**config.mk**
```make
export PLATFORM = sky130hd
export DESIGN_NAME = real_sub_pipe
export DESIGN_NICKNAME = d
export VERILOG_FILES = /design/src/rtl/real_sub_pipe.sv
export SDC_FILE = /design/constraint.sdc
export NUM_CORES = 1
export LEC_CHECK = 0
export CORE_ASPECT_RATIO = 2
export CORE_UTILIZATION = 52
export DETAILED_ROUTE_END_ITERATION = 6
export PLACE_DENSITY = 0.8
export SYNTH_ARGS = -nofsm -noshare
export SYNTH_HDL_FRONTEND = slang
export SYNTH_SLANG_ARGS = --single-unit
```
**constraint.sdc**
```tcl
create_clock -name clk -period 2.6 [get_ports clk]
set_input_delay 0.52 -clock clk [delete_from_list [all_inputs] [get_ports clk]]
set_output_delay 0.52 -clock clk [all_outputs]
set_load 0.01 [all_outputs]
```
**src/rtl/real_sub_pipe.sv**
```systemverilog
`default_nettype none
// ============================================================================
// Module      : real_sub_pipe
// Description : Two-stage valid/ready pipelined multi-channel two's-complement
//               subtractor (diff = a - b per channel) with per-channel
//               overflow flags and a saturating overflow-event counter.
//               Optional feature macro: REAL_SUB_SATURATE_EN
//                 defined   -> overflowing channels clamp to max/min
//                 undefined -> overflowing channels wrap (low DATA_WIDTH bits)
// Revision    : 1.0 - initial release
// ============================================================================
module real_sub_pipe #(
    parameter int DATA_WIDTH = 22,
    parameter int NUM_CH     = 2,
    parameter int CNT_WIDTH  = 16
) (
    input  logic                         clk,
    input  logic                         rst,
    input  logic                         in_valid,
    output logic                         in_ready,
    input  logic [NUM_CH*DATA_WIDTH-1:0] a_bus,
    input  logic [NUM_CH*DATA_WIDTH-1:0] b_bus,
    output logic                         out_valid,
    input  logic                         out_ready,
    output logic [NUM_CH*DATA_WIDTH-1:0] diff_bus,
    output logic [NUM_CH-1:0]            ovf,
    input  logic                         clear_ovf,
    output logic [CNT_WIDTH-1:0]         ovf_count
);

    // Stage 1: captured operands
    logic                         s1_valid_q;
    logic [NUM_CH*DATA_WIDTH-1:0] a_q;
    logic [NUM_CH*DATA_WIDTH-1:0] b_q;

    // Stage 2: registered result
    logic                         s2_valid_q;
    logic [NUM_CH*DATA_WIDTH-1:0] diff_q;
    logic [NUM_CH-1:0]            ovf_q;
    logic [CNT_WIDTH-1:0]         ovf_count_q;

    // Next-state values of stage 2 computed from stage 1
    logic [NUM_CH*DATA_WIDTH-1:0] diff_d;
    logic [NUM_CH-1:0]            ovf_d;

    // Handshake helpers
    logic s2_load;   // S2 may take a new value (empty or draining this cycle)
    logic s1_load;   // S1 may take a new value (empty or advancing into S2)
    logic out_xfer;

    assign out_xfer = s2_valid_q && out_ready;
    assign s2_load  = !s2_valid_q || out_ready;
    assign s1_load  = !s1_valid_q || s2_load;
    assign in_ready = !rst && s1_load;

    assign out_valid = s2_valid_q;
    assign diff_bus  = diff_q;
    assign ovf       = ovf_q;
    assign ovf_count = ovf_count_q;

`ifdef REAL_SUB_SATURATE_EN
    localparam logic [DATA_WIDTH-1:0] SAT_MAX = {1'b0, {(DATA_WIDTH-1){1'b1}}};
    localparam logic [DATA_WIDTH-1:0] SAT_MIN = {1'b1, {(DATA_WIDTH-1){1'b0}}};
`endif

    // Per-channel subtraction in DATA_WIDTH+1 bits: the result is exact, so
    // overflow is simply the top two bits disagreeing.
    genvar c;
    generate
        for (c = 0; c < NUM_CH; c++) begin : g_ch
            logic [DATA_WIDTH:0] full;

            assign full = {a_q[c*DATA_WIDTH+DATA_WIDTH-1], a_q[c*DATA_WIDTH +: DATA_WIDTH]}
                        - {b_q[c*DATA_WIDTH+DATA_WIDTH-1], b_q[c*DATA_WIDTH +: DATA_WIDTH]};
            assign ovf_d[c] = full[DATA_WIDTH] ^ full[DATA_WIDTH-1];

`ifdef REAL_SUB_SATURATE_EN
            // Sign of the exact result picks the clamp direction.
            assign diff_d[c*DATA_WIDTH +: DATA_WIDTH] =
                ovf_d[c] ? (full[DATA_WIDTH] ? SAT_MIN : SAT_MAX)
                         : full[DATA_WIDTH-1:0];
`else
            assign diff_d[c*DATA_WIDTH +: DATA_WIDTH] = full[DATA_WIDTH-1:0];
`endif
        end
    endgenerate

    // Stage 1: accept an operand beat whenever the stage is free to refill.
    always_ff @(posedge clk) begin
        if (rst) begin
            s1_valid_q <= 1'b0;
            a_q        <= '0;
            b_q        <= '0;
        end else if (s1_load) begin
            s1_valid_q <= in_valid;
            if (in_valid) begin
                a_q <= a_bus;
                b_q <= b_bus;
            end
        end
    end

    // Stage 2: load the result when free or draining; hold steady under stall.
    always_ff @(posedge clk) begin
        if (rst) begin
            s2_valid_q <= 1'b0;
            diff_q     <= '0;
            ovf_q      <= '0;
        end else if (s2_load) begin
            s2_valid_q <= s1_valid_q;
            if (s1_valid_q) begin
                diff_q <= diff_d;
                ovf_q  <= ovf_d;
            end
        end
    end

    // Overflow event counter: clear has priority, increments saturate.
    always_ff @(posedge clk) begin
        if (rst || clear_ovf) begin
            ovf_count_q <= '0;
        end else if (out_xfer && (|ovf_q) && (ovf_count_q != {CNT_WIDTH{1'b1}})) begin
            ovf_count_q <= ovf_count_q + 1'b1;
        end
    end

endmodule
`default_nettype wire

```
### After elaboration in Yosys (flattened, before gate mapping)

Index checks and enable logic that the tools add are counted.

| storage, ports and cells | value |
|---|---|
| input port bits | 93 |
| bits in registers | 152 |

| operators by class | value |
|---|---|
| equality and inequality tests | 1 |
| add/sub/neg operators | 3 |
| reduce and logical (&&, ||, !) cells | 13 |
| bitwise logic cells | 2 |

Operator list:

| operator | count |
|---|---|
| $sub A22 B22 Y23 | 2 |
| $add A16 B1 Y16 const B | 1 |
| $ne A16 B16 Y1 const B | 1 |
| $logic_and A1 B1 Y1 | 4 |
| $reduce_and A2 Y1 | 2 |
| $logic_not A1 Y1 | 3 |
| $logic_or A1 B1 Y1 | 3 |
| $reduce_or A2 Y1 | 1 |
| $xor A1 B1 Y1 | 2 |

### Depth between registers and ports, before layout

| logic depth | value |
|---|---|
| depth in word-level cells | 4 |
| depth in mapped cells | 11 |

### Worst setup path before layout

OpenSTA, ideal clock, no wires.

| timing path | value |
|---|---|
| kind | flip-flop to flip-flop |
| start | reg b_q[14] |
| end | reg diff_q[19], in the netlist diff_bus[19] |
| library setup time | 0.120 ns |
| cell stages (with the launch flop) | 11 |
| clock period less this slack | 2.316 ns |
| data arrival time | 2.196 ns |
| buffers on the path | 1 |
| path slack | 0.284 ns |
| data required time | 2.480 ns |
| cells stage by stage | dfxtp_1 -> inv_1 -> ha_1 -> buf_6 -> a21o_1 -> o21bai_4 -> a211o_1 -> a211o_1 -> o21bai_1 -> and3_1 -> a211o_1 |

| on the way | value |
|---|---|
| cells in the longest elaborated chain, start to end | 1 |

Ends and longest elaborated chain:

| what | line | text |
|---|---|---|
| start: declaration | 34 | `logic [NUM_CH*DATA_WIDTH-1:0] b_q;` |
| start signal: assignment | 98 | `b_q <= b_bus;` |
| $sub A22 B22 Y23 | 74 | `- {b_q[c*DATA_WIDTH+DATA_WIDTH-1], b_q[c*DATA_WIDTH +: DATA_WIDTH]};` |
| end signal: assignment | 112 | `diff_q <= diff_d;` |
| end: declaration | 38 | `logic [NUM_CH*DATA_WIDTH-1:0] diff_q;` |

Every way passes these cells.
A chain may end at the register's enable or synchronous reset.

### Worst setup path after layout

| timing path | value |
|---|---|
| start | reg b_q[8] |
| end | reg ovf_q[0], in the netlist ovf[0] |

| on the way | value |
|---|---|
| cells in the longest elaborated chain, start to end | 2 |

Ends and longest elaborated chain:

| what | line | text |
|---|---|---|
| $sub A22 B22 Y23 | 74 |  |
| $xor A1 B1 Y1 | 75 | `assign ovf_d[c] = full[DATA_WIDTH] ^ full[DATA_WIDTH-1];` |
| end signal: assignment | 113 | `ovf_q <= ovf_d;` |
| end: declaration | 39 | `logic [NUM_CH-1:0] ovf_q;` |

Every way passes these cells.

==> summary.md <==
| Metric | Value |
|---|---|
| Post-synthesis cell type count | `69` |
| CP arrival | `2.83 ns` |
| CTS tree | `done` |
| Max frequency | `399 MHz` |
| List of most frequent post-synthesis cells | `nand2_1 (236), dfxtp_1 (152), a21oi_1 (143)` |
| CTS Hold Bufs | `0` |
| Clock Tree Buf Depth | `2` |
| Worst hold endpoint | `diff_bus[25]$_SDFFE_PP0P_` |
| Yosys top cell area share | `38.7%` |
| Initial DRC Count | `387` |
| Routed WL | `22500 µm` |
| Crit. End Element | `flip-flop` |
| Kind of critical path | `reg -> reg` |
| RD Place Congestion | `0.950` |
| Tcrit/Tclk final | `96.5%` |
| End of the worst register-to-register path | `ovf[0]$_SDFFE_PP0P_` |
| Slew @ Worst Pin | `0.717 ns` |
| Status | `completed` |
| Slowest CP cell | `or4_1` |
| Global-route wire length before repair | `35200 µm` |
| Non-filler cells, final | `1370` |
| Clock-pin slew on the worst setup and hold paths | `0.07 ns` |
| Syn nets | `1153` |
| Post-synth EDFFs | `0` |
| Dpl cells | `1337` |
| Number of placed I/O pins | `157` |
| Most Used Layer, Global Route | `met2` |
| Area growth, synth to finish | `31.4%` |
| Finish-stage setup viols | `0` |
| Core area | `14800 µm²` |
| Residual DRC | `0` |
| Die area | `15700 µm²` |
| Skew final | `0.00944 ns` |
| GR Util met2 | `54.1%` |
| Setup slack after layout | `0.0919 ns` |
| CTS root buffer | `clkbuf_16` |
| Number of I/O port buffers | `156` |
| Starting Density | `53.1%` |
| Routed len/inst | `16.4 µm` |
| Kind of cell adding the most delay to the critical path | `compound AO/OA/AOI/OAI gates` |
| Ys async rst share | `0%` |
| RR Startpoint | `b_q[8]$_SDFFE_PP0P_` |
| Tmin final | `2.51 ns` |
| Pin count of the biggest net entering global routing | `72` |
| WP depth | `9` |
| RSZ-0062 raised after global routing | `true` |
| Worst-path maximum fanout | `6` |
| Tightest Hold Check Type | `in -> reg` |
| Req. time, crit path | `2.92 ns` |
| Leading area contributor after synthesis | `dfxtp_1` |
| Synthesized instance count | `1013` |
| Initial antenna violation count | `0` |
| Share of cells above drive strength 1 | `7.23%` |
| Slew Limit Headroom | `52.2%` |
| Antenna diodes | `0` |
| Overall power | `6.67 mW` |
| R2R setup slack | `0.09 ns` |
| Vias in the first global route | `7548` |
| Primary FF master, synth | `dfxtp_1` |
| Worst skew pair latency | `0.43 ns` |
| Place WS | `0.0853 ns` |
| GRT Residual Overflow | `0` |
| Via/cell ratio | `5.62` |
| Gr usage total | `29.5%` |
| Mean area per synthesized cell | `7.76 µm²` |
| Via count | `7700` |
| Die height | `176 µm` |
| CTS buffer count | `17` |
| Detail Route Antenna Nets | `0` |
| Flops & latches, synth | `152` |
| Final #Nets | `1302` |
| H-tree depth | `4` |
| Reg2Reg Depth | `9` |
| Met1 usage in global routing | `28.2%` |
| Startpoint class of the critical path | `flip-flop` |
| DIE WIDTH | `89.0 µm` |
| Hpwl dp | `16600 µm` |
| Largest cells by area after synthesis | `dfxtp_1 (39%), nand2_1 (11%), a21oi_1 (9.1%)` |
| Clock sink count | `152` |
| Final Cell Area | `10300 µm²` |
| Hold Path Depth | `2` |
| Hold wc startpoint | `rst` |
| Max Cap Viol | `0` |
| Crit path cell chain | `inv_1 -> ha_1 -> a21oi_2 -> o21ai_2 -> a31o_2 -> o21ai_1 -> o21ai_1 -> or4_1 -> and3_1` |
| Most frequent cell after synthesis | `nand2_1` |
| Leak pwr | `4.07 nW` |
| Global Route met3 Usage | `5.26%` |
| Initial DRT Pass Iterations | `5` |
| Critical Path Max Stage Delay | `0.52 ns` |
| Register area share after synthesis | `38.7%` |
| Final Hold Viols | `0` |
| Synth warn | `0` |
| Worst VDD drop | `0.422 mV` |
| Site Rows | `63` |
| DP Area | `9660 µm²` |
| Worst path buffer plus inverter count | `1` |
| Mapped cell area | `7870 µm²` |
| Max Slew Vio Count | `0` |
| Cell mode on critical path | `o21ai_1` |
| Power density cells | `645 nW/µm²` |
-- through the flow --
step	util, %	TNS [ns]	hold WS (ns)
4_1_cts	69.3	0	0.449
2_1_floorplan	-	0	0.436
6_report	69.7	0	0.453
3_5_place_dp	65.2	0	0.439
5_1_grt	69.7	-0.0570	0.469
3_3_place_gp	65.2	0	0.437
-- worst max path at each step --
stage,from,endpoint,slack [ns]
after floorplan,b_q[14]$_SDFFE_PP0P_,diff_bus[19]$_SDFFE_PP0P_,0.28
after global placement,out_ready,diff_bus[41]$_SDFFE_PP0P_,0.14
after detailed placement,b_q[12]$_SDFFE_PP0P_,diff_bus[19]$_SDFFE_PP0P_,0.09
after CTS,b_q[12]$_SDFFE_PP0P_,diff_bus[19]$_SDFFE_PP0P_,0.07
after global routing,a_q[22]$_SDFFE_PP0P_,ovf[1]$_SDFFE_PP0P_,-0.03
final,b_q[8]$_SDFFE_PP0P_,ovf[0]$_SDFFE_PP0P_,0.09
-- area by class of cell --
| type | instances | area (µm²) |
|---|---|---|
| flip-flops and latches | 152 | 3040 |
| clock buffers | 19 | 433 |
| inverters | 56 | 210 |
| well taps | 195 | 244 |
| clock inverters | 13 | 169 |
| fillers | 1289 | 4490 |
| multi-input cells | 757 | 4480 |
| repair buffers | 178 | 1750 |
-- where the power goes --
group | internal [mW] | switching [mW] | total [mW]
Combinational | 0.722 | 0.823 | 1.54
Clock | 1.52 | 1.03 | 2.55
Sequential | 2.48 | 0.0962 | 2.57
Total | 4.72 | 1.95 | 6.67
-- logic make-up after synthesis --
| logic type | share of synthesized area (%) |
|---|---|
| xor gates and xnor gates | 4.12 |
| DFF | 38.7 |
| and+or+nand+nor | 22.3 |
| buffers and inverters | 5.17 |
| adders and majority gates | 7.67 |
| muxes | 0.127 |
| AOI/OAI and AO/OA | 22.0 |
-- cell usage in the layout (no fill, tap or decap), types with 3 or more instances in the layout --
| cell | n |
|---|---|
| a211o_1 | 6 |
| a211oi_1 | 15 |
| a211oi_2 | 5 |
| a21o_1 | 14 |
| a21oi_1 | 141 |
| a21oi_2 | 4 |
| and3_1 | 8 |
| buf_4 | 21 |
| bufinv_16 | 3 |
| clkbuf_16 | 17 |
| clkdlybuf4s50_1 | 155 |
| clkinvlp_4 | 4 |
| dfxtp_1 | 152 |
| ha_1 | 44 |
| inv_1 | 56 |
| inv_6 | 4 |
| nand2_1 | 235 |
| nand2b_1 | 6 |
| nand3_1 | 20 |
| nand3b_1 | 15 |
| nand4_1 | 8 |
| nor2_1 | 61 |
| nor2b_1 | 6 |
| nor3_1 | 14 |
| o211ai_1 | 6 |
| o21a_1 | 10 |
| o21ai_0 | 21 |
| o21ai_1 | 10 |
| o21bai_1 | 5 |
| o311ai_1 | 4 |
| o31a_1 | 3 |
| or3_1 | 7 |
| xnor2_1 | 18 |
| xor2_1 | 19 |
-- routing by layer --
metal	vias up	share of wire, %
met5	-	0
met4	0	6.6
met1	3562	34
met3	88	4.5
li1	3782	-
met2	268	55
-- repair_timing --
item / 4_1_cts / 5_1_grt
resized for setup: 0 / 13
setup buffers: 0 / 1
setup endpoints to repair: 0 / 10
-- flip-flops by register name, summed over array words and instances (netlist names) --
signal	cells
ovf	2
diff_bus	44
s1_valid_q	1
a_q	44
b_q	44
ovf_count	16
out_valid	1
No activity file was read; power rests on OpenSTA's default activity.
